`src/rtl/fetch_decode_queue.sv`:
```
// ============================================================================
// Module   : fetch_decode_queue
// Purpose  : Instruction FIFO between fetch and the stage-1 format decoder.
//            Each accepted instruction gets a unique 64-bit major ID.
// Revision : 1.0 - initial release
// ============================================================================
`default_nettype none

module fetch_decode_queue #(
    parameter int addressWidth            = 64,
    parameter int instructionWidth        = 32,
    parameter int PidSize                 = 20,
    parameter int TidSize                 = 16,
    parameter int instructionCounterWidth = 64,
    parameter int queueDepth              = 8,
    parameter int queueIndexWidth         = 3
) (
    input  logic                               clock_i,
    input  logic                               reset_i,
    input  logic                               flush_i,
    input  logic                               stall_i,
    input  logic                               fetchValid_i,
    output logic                               fetchReady_o,
    input  logic [instructionWidth-1:0]        instruction_i,
    input  logic [addressWidth-1:0]            instructionAddress_i,
    input  logic [PidSize-1:0]                 instructionPid_i,
    input  logic [TidSize-1:0]                 instructionTid_i,
    output logic                               outputEnable_o,
    output logic [instructionWidth-1:0]        instruction_o,
    output logic [addressWidth-1:0]            instructionAddress_o,
    output logic [PidSize-1:0]                 instructionPid_o,
    output logic [TidSize-1:0]                 instructionTid_o,
    output logic [instructionCounterWidth-1:0] instructionMajId_o,
    output logic [queueIndexWidth:0]           occupancy_o
);

    localparam logic [queueIndexWidth:0]           c_full_count = queueDepth[queueIndexWidth:0];
    localparam logic [queueIndexWidth:0]           c_count_one  = 1;
    localparam logic [queueIndexWidth-1:0]         c_ptr_one    = 1;
    localparam logic [instructionCounterWidth-1:0] c_maj_one    = 1;

    logic [instructionWidth-1:0]        r_mem_instr [queueDepth];
    logic [addressWidth-1:0]            r_mem_addr  [queueDepth];
    logic [PidSize-1:0]                 r_mem_pid   [queueDepth];
    logic [TidSize-1:0]                 r_mem_tid   [queueDepth];
    logic [instructionCounterWidth-1:0] r_mem_maj   [queueDepth];

    logic [queueIndexWidth-1:0]         r_wr_ptr;
    logic [queueIndexWidth-1:0]         r_rd_ptr;
    logic [queueIndexWidth:0]           r_count;
    logic [instructionCounterWidth-1:0] r_maj_counter;

    logic                               r_out_en;
    logic [instructionWidth-1:0]        r_out_instr;
    logic [addressWidth-1:0]            r_out_addr;
    logic [PidSize-1:0]                 r_out_pid;
    logic [TidSize-1:0]                 r_out_tid;
    logic [instructionCounterWidth-1:0] r_out_maj;

    logic w_full;
    logic w_push;
    logic w_pop;

    // Acceptance depends only on the pre-edge count: a full queue never
    // accepts, even while popping, which keeps ready free of input paths.
    assign w_full = (r_count == c_full_count);
    assign w_push = fetchValid_i && !w_full && !flush_i;
    assign w_pop  = !stall_i && !flush_i && (r_count != '0);

    always_ff @(posedge clock_i) begin
        if (w_push && !reset_i) begin
            r_mem_instr[r_wr_ptr] <= instruction_i;
            r_mem_addr[r_wr_ptr]  <= instructionAddress_i;
            r_mem_pid[r_wr_ptr]   <= instructionPid_i;
            r_mem_tid[r_wr_ptr]   <= instructionTid_i;
            r_mem_maj[r_wr_ptr]   <= r_maj_counter;
        end
    end

    always_ff @(posedge clock_i) begin
        if (reset_i) begin
            r_wr_ptr      <= '0;
            r_rd_ptr      <= '0;
            r_count       <= '0;
            r_maj_counter <= '0;
        end else begin
            // The ID counter survives flushes so IDs stay unique.
            if (w_push) begin
                r_maj_counter <= r_maj_counter + c_maj_one;
            end
            if (flush_i) begin
                r_wr_ptr <= '0;
                r_rd_ptr <= '0;
                r_count  <= '0;
            end else begin
                if (w_push) begin
                    r_wr_ptr <= r_wr_ptr + c_ptr_one;
                end
                if (w_pop) begin
                    r_rd_ptr <= r_rd_ptr + c_ptr_one;
                end
                case ({w_push, w_pop})
                    2'b10:   r_count <= r_count + c_count_one;
                    2'b01:   r_count <= r_count - c_count_one;
                    default: r_count <= r_count;
                endcase
            end
        end
    end

    always_ff @(posedge clock_i) begin
        if (reset_i) begin
            r_out_en    <= 1'b0;
            r_out_instr <= '0;
            r_out_addr  <= '0;
            r_out_pid   <= '0;
            r_out_tid   <= '0;
            r_out_maj   <= '0;
        end else if (flush_i) begin
            r_out_en <= 1'b0;
        end else if (!stall_i) begin
            r_out_en <= w_pop;
            if (w_pop) begin
                r_out_instr <= r_mem_instr[r_rd_ptr];
                r_out_addr  <= r_mem_addr[r_rd_ptr];
                r_out_pid   <= r_mem_pid[r_rd_ptr];
                r_out_tid   <= r_mem_tid[r_rd_ptr];
                r_out_maj   <= r_mem_maj[r_rd_ptr];
            end
        end
    end

    assign fetchReady_o         = !w_full;
    assign occupancy_o          = r_count;
    assign outputEnable_o       = r_out_en;
    assign instruction_o        = r_out_instr;
    assign instructionAddress_o = r_out_addr;
    assign instructionPid_o     = r_out_pid;
    assign instructionTid_o     = r_out_tid;
    assign instructionMajId_o   = r_out_maj;

endmodule

`default_nettype wire

```
`config.mk`:
```
export PLATFORM = sky130hd
export DESIGN_NAME = fetch_decode_queue
export DESIGN_NICKNAME = d
export VERILOG_FILES = /design/src/rtl/fetch_decode_queue.sv
export SDC_FILE = /design/constraint.sdc
export NUM_CORES = 2
export LEC_CHECK = 0
export BUFFER_PORTS_ARGS = -buffer_cell sky130_fd_sc_hd__buf_2
export CAP_MARGIN = 20
export CORE_AREA = 2 2 417 419
export DETAILED_ROUTE_END_ITERATION = 10
export DIE_AREA = 0 0 419 421
export PLACE_DENSITY = 0.57
export SLEW_MARGIN = 30
export SYNTH_ARGS = -nofsm -noshare
export SYNTH_HDL_FRONTEND = slang
export SYNTH_SLANG_ARGS = --single-unit
export TNS_END_PERCENT = 100
```
`constraint.sdc`:
```
create_clock -name clock_i -period 40.2 [get_ports clock_i]
set_input_delay 6.03 -clock clock_i [delete_from_list [all_inputs] [get_ports clock_i]]
set_output_delay 6.03 -clock clock_i [all_outputs]
set_load 0.02 [all_outputs]
```
==> metrics.md <==
| Metric | Value |
|---|---|
| Count leader, synth | sky130_fd_sc_hd__edfxtp_1 |
| Count of TritonRoute iterations in the first routing pass | 5 |
| Crit path arrival time | a little over 10 ns |
| Syn. warnings | 0 |
| Hold buffer count at cts | 0 |
| Worst Path Class, Setup | input port to flip-flop |
| Type of element capturing the critical path | flip-flop |
| Worst-path clk slew | ~0.060 ns |
| Number of sinks handled by clock tree synthesis | 1839 |
| Most common library cells after synthesis | 1568 x sky130_fd_sc_hd__edfxtp_1, 392 x sky130_fd_sc_hd__mux4_2, 271 x sky130_fd_sc_hd__dfxtp_1, 248 x sky130_fd_sc_hd__nor2_1, 197 x sky130_fd_sc_hd__mux2i_1 |
| Leading register cell type out of synthesis | sky130_fd_sc_hd__edfxtp_1 |
| Number of input and output port buffers inserted | ~340 |
| Vias in the first global route | 34100 |
| Area enclosed by the die boundary | 176000 um^2 |
| Fraction of final layout cells with drive strength greater than 1 | around 27% |
| Cell count after synthesis | about 3400 |
| Initial core utilization | roughly two fifths |
| Area share of the largest cell type after synthesis | between 60% and 70% |
| Per-instance average area after synthesis | just over 20 um^2 |
| Top-level I/O count | about 340 |
| Post-DRT Antenna Nets | 0 |
| Type of origin of the critical path | input port |
| Time the worst path needs with I/O delays and setup | 9.73 ns |
| Number of buffers inserted to repair setup after CTS | 0 |
| Initial antenna violation count | 38 |
| Total negative slack for setup checks | 0 ns |
| Actual transition at the worst max-transition pin | between 0.9 and 1 ns |
| Final-layout worst hold slack | between 0.4 and 0.5 ns |
| Placeable core area | 172000 um^2 |
| Fraction of registers with async set/reset | 0% |
| Run status | complete, no violations |
| Net count of the mapped netlist | between 3000 and 4000 |
| Period utilization | 24.2% |
| First-iteration detailed-routing DRC count | approximately 2400 |
| Pwr dens | between 40 and 50 nW/um^2 |
| Y dimension of the die | ~420 um |
| #FFs+latches synth | between 1500 and 2000 |
| Final wirelength | approximately 150 mm |
| # rows | ~150 |
| Cell accounting for the most synthesized area | sky130_fd_sc_hd__edfxtp_1 |
| Total leakage power | between 20 and 25 nW |
| Endpoints failing hold | 0 |
| Overall die width | about 420 um |
| CP Data Required Time | just over 40 ns |
| Final estimated routing congestion in global placement | 0.730 |
| Maximum vdd drop | around 40 uV |
| Synthesized cell area | 68400 um^2 |
| H-Tree Level Count | 4 |
| CTS tree | done |
| Unrepaired setup endpoints after global routing | false |
| Max-slew violation total from the final report | 0 |
| Worst-case headroom to the max-slew limit | about 33% |
| Number of DRC violations after detailed routing | 0 |
| Longest individual stage delay on the worst path | ~0.85 ns |
| Unique masters post-synth | 40 |
| Resize count post-CTS | 0 |
| Final std cells w/o fill | ~6300 |
| Class of the tightest hold or removal check | flip-flop to flip-flop |
| Growth of design area from synthesis to finish | 15.8% |
| Most frequent CP cell | sky130_fd_sc_hd__buf_16 |
| Number of flops mapped to enable cells by yosys | 1568 |
| Endpoints failing setup | 0 |
| CTS Root Buffer Type | sky130_fd_sc_hd__clkbuf_16 |
| Achievable Freq | about 0.1 GHz |
| Sum of net half-perimeters after detailed placement | between 80 and 90 mm |
| All-layer global routing usage | between 10% and 20% |
| Via density | approximately 5.3 |
| Vias after detailed routing | roughly 33000 |
| Max-cap viol count | 0 |
| Worst-case clock skew | around 0.035 ns |
| Clk Latency, worst-skew pair | ~0.84 ns |
| Dpl cells | a little under 6000 |
| Sequential cell area fraction in the yosys report | 76.7% |
| CTS Buf Count | about 190 |
| Final global-route overflow total | 0 |
| Cell chain of the critical path | buf_2, nand2b_1, nor2_1, inv_1, or3_1, nor2_4, buf_16, buf_12, buf_16, buf_4 |
| Crit Path Max Fanout | 80 |
| Worst-path cell with the longest stage delay | sky130_fd_sc_hd__buf_4 |
| First-pass GRT wire length | 225 mm |
| Average wire per cell in the routed design | 24.1 um |
| Maximum number of pins on one net before global-route repair | between 100 and 150 |
| Number of nets at the end of the flow | a little under 4000 |
| Leading cell types by total area after synthesis | sky130_fd_sc_hd__edfxtp_1 69%, sky130_fd_sc_hd__mux4_2 13%, sky130_fd_sc_hd__dfxtp_1 7.9% |
| Largest buffer count on any clock path | 3 |
==> cell usage in the layout, fill, tap and decap left out, types with 7 or more instances in the layout <==
cell,synthesis,routed
sky130_fd_sc_hd__edfxtp_1,1568,1568
sky130_fd_sc_hd__mux4_2,392,392
sky130_fd_sc_hd__buf_2,13,337
sky130_fd_sc_hd__dfxtp_1,271,268
sky130_fd_sc_hd__nor2_1,248,242
sky130_fd_sc_hd__mux2i_1,197,197
sky130_fd_sc_hd__a211oi_1,196,196
sky130_fd_sc_hd__clkbuf_16,0,190
sky130_fd_sc_hd__clkbuf_1,132,61
sky130_fd_sc_hd__a21oi_1,43,43
sky130_fd_sc_hd__buf_4,0,37
sky130_fd_sc_hd__nand2_1,34,34
sky130_fd_sc_hd__clkinv_2,0,29
sky130_fd_sc_hd__clkinv_1,0,28
sky130_fd_sc_hd__nand4_1,26,26
sky130_fd_sc_hd__nand3_1,24,24
sky130_fd_sc_hd__or4_1,22,22
sky130_fd_sc_hd__or3_1,20,20
sky130_fd_sc_hd__o31ai_1,20,20
sky130_fd_sc_hd__xnor2_1,17,17
sky130_fd_sc_hd__o21ai_0,17,17
sky130_fd_sc_hd__xor2_1,16,16
sky130_fd_sc_hd__clkbuf_8,0,16
sky130_fd_sc_hd__nor4_1,13,13
sky130_fd_sc_hd__buf_16,0,10
sky130_fd_sc_hd__inv_1,9,9
sky130_fd_sc_hd__bufinv_16,0,9
sky130_fd_sc_hd__diode_2,0,8
sky130_fd_sc_hd__nor3_1,12,8
sky130_fd_sc_hd__buf_6,1,8
sky130_fd_sc_hd__buf_12,0,7
==> registers in the layout (all words and copies together), names as in the netlist, 20 cells and up <==
signal	cells
instructionAddress_o	64
instruction_o	32
r_mem_maj	512
r_mem_addr	512
r_mem_instr	256
r_mem_tid	128
instructionMajId_o	64
r_mem_pid	160
r_maj_counter	64
instructionPid_o	20
==> path summary, 6_finish.rpt <==
path	start	to	slack, ns	depth (start not counted)
worst max-delay path	flush_i	r_mem_maj[4][40]	30.47	10
worst max register to register	occupancy_o[0]	r_mem_maj[4][40]	35.35	9
worst min register to register	instructionTid_o[9]	instructionTid_o[9]	0.49	2
worst min-delay path	instructionTid_o[9]	instructionTid_o[9]	0.49	2
==> area by class of cell <==
class,count,area (um^2)
clock inverter,88,862
multi-input combinational,1337,15200
sequential,1839,52500
tap,2325,2910
clock buffer,267,5200
timing repair buffer,401,2500
fill,14500,93200
antenna,8,20.0
inverter,10,37.5
==> worst max-delay path: cells and delay by family <==
kind,cells,cell delay [ns]
buffers and inverters,6,2.16
and+or+nand+nor,4,1.70
==> power breakdown <==
part           switching, W  total [W]  leakage (nW)  internal (W)
clock              0.000731    0.00170          2.95      0.000967
combinational     0.0000486  0.0000728          4.91     0.0000242
sequential       0.00000499    0.00208          16.3       0.00207
==> cells by family (layout without fill, tap and decap cells) <==
logic type	count (synthesis)	after routing	synth area share (%)
and+or+nand+nor	430	430	2.94
adders and majority gates	7	7	0.139
DFF	1839	1839	76.7
AOI/OAI and AO/OA	277	277	2.82
buffers and inverters	205	766	1.16
xor gates and xnor gates	33	33	0.422
other	0	8	0
muxes	590	590	15.8
==> through the flow <==
step           setup slack [ns]  total power [W]  util (%)  instance area [um^2]
6_report                  30.47          0.00385      46.0                 79300
5_1_grt                   30.31          0.00398      45.9                 79200
4_1_cts                   30.52          0.00390      45.9                 79100
3_5_place_dp              29.61          0.00219      42.3                 73000
3_3_place_gp              29.49          0.00219      42.2                 72800
2_1_floorplan             18.92          0.00216         -                 68400
==> layer usage <==
layer	up-vias	GRT usage [%]	part of all wire, %
met5	-	0	0.068
met4	16	4.05	2.0
met3	242	3.12	4.3
met2	634	28.9	50
met1	17300	22.9	43
li1	14700	-	-
Power figures use the tool's default switching activity.
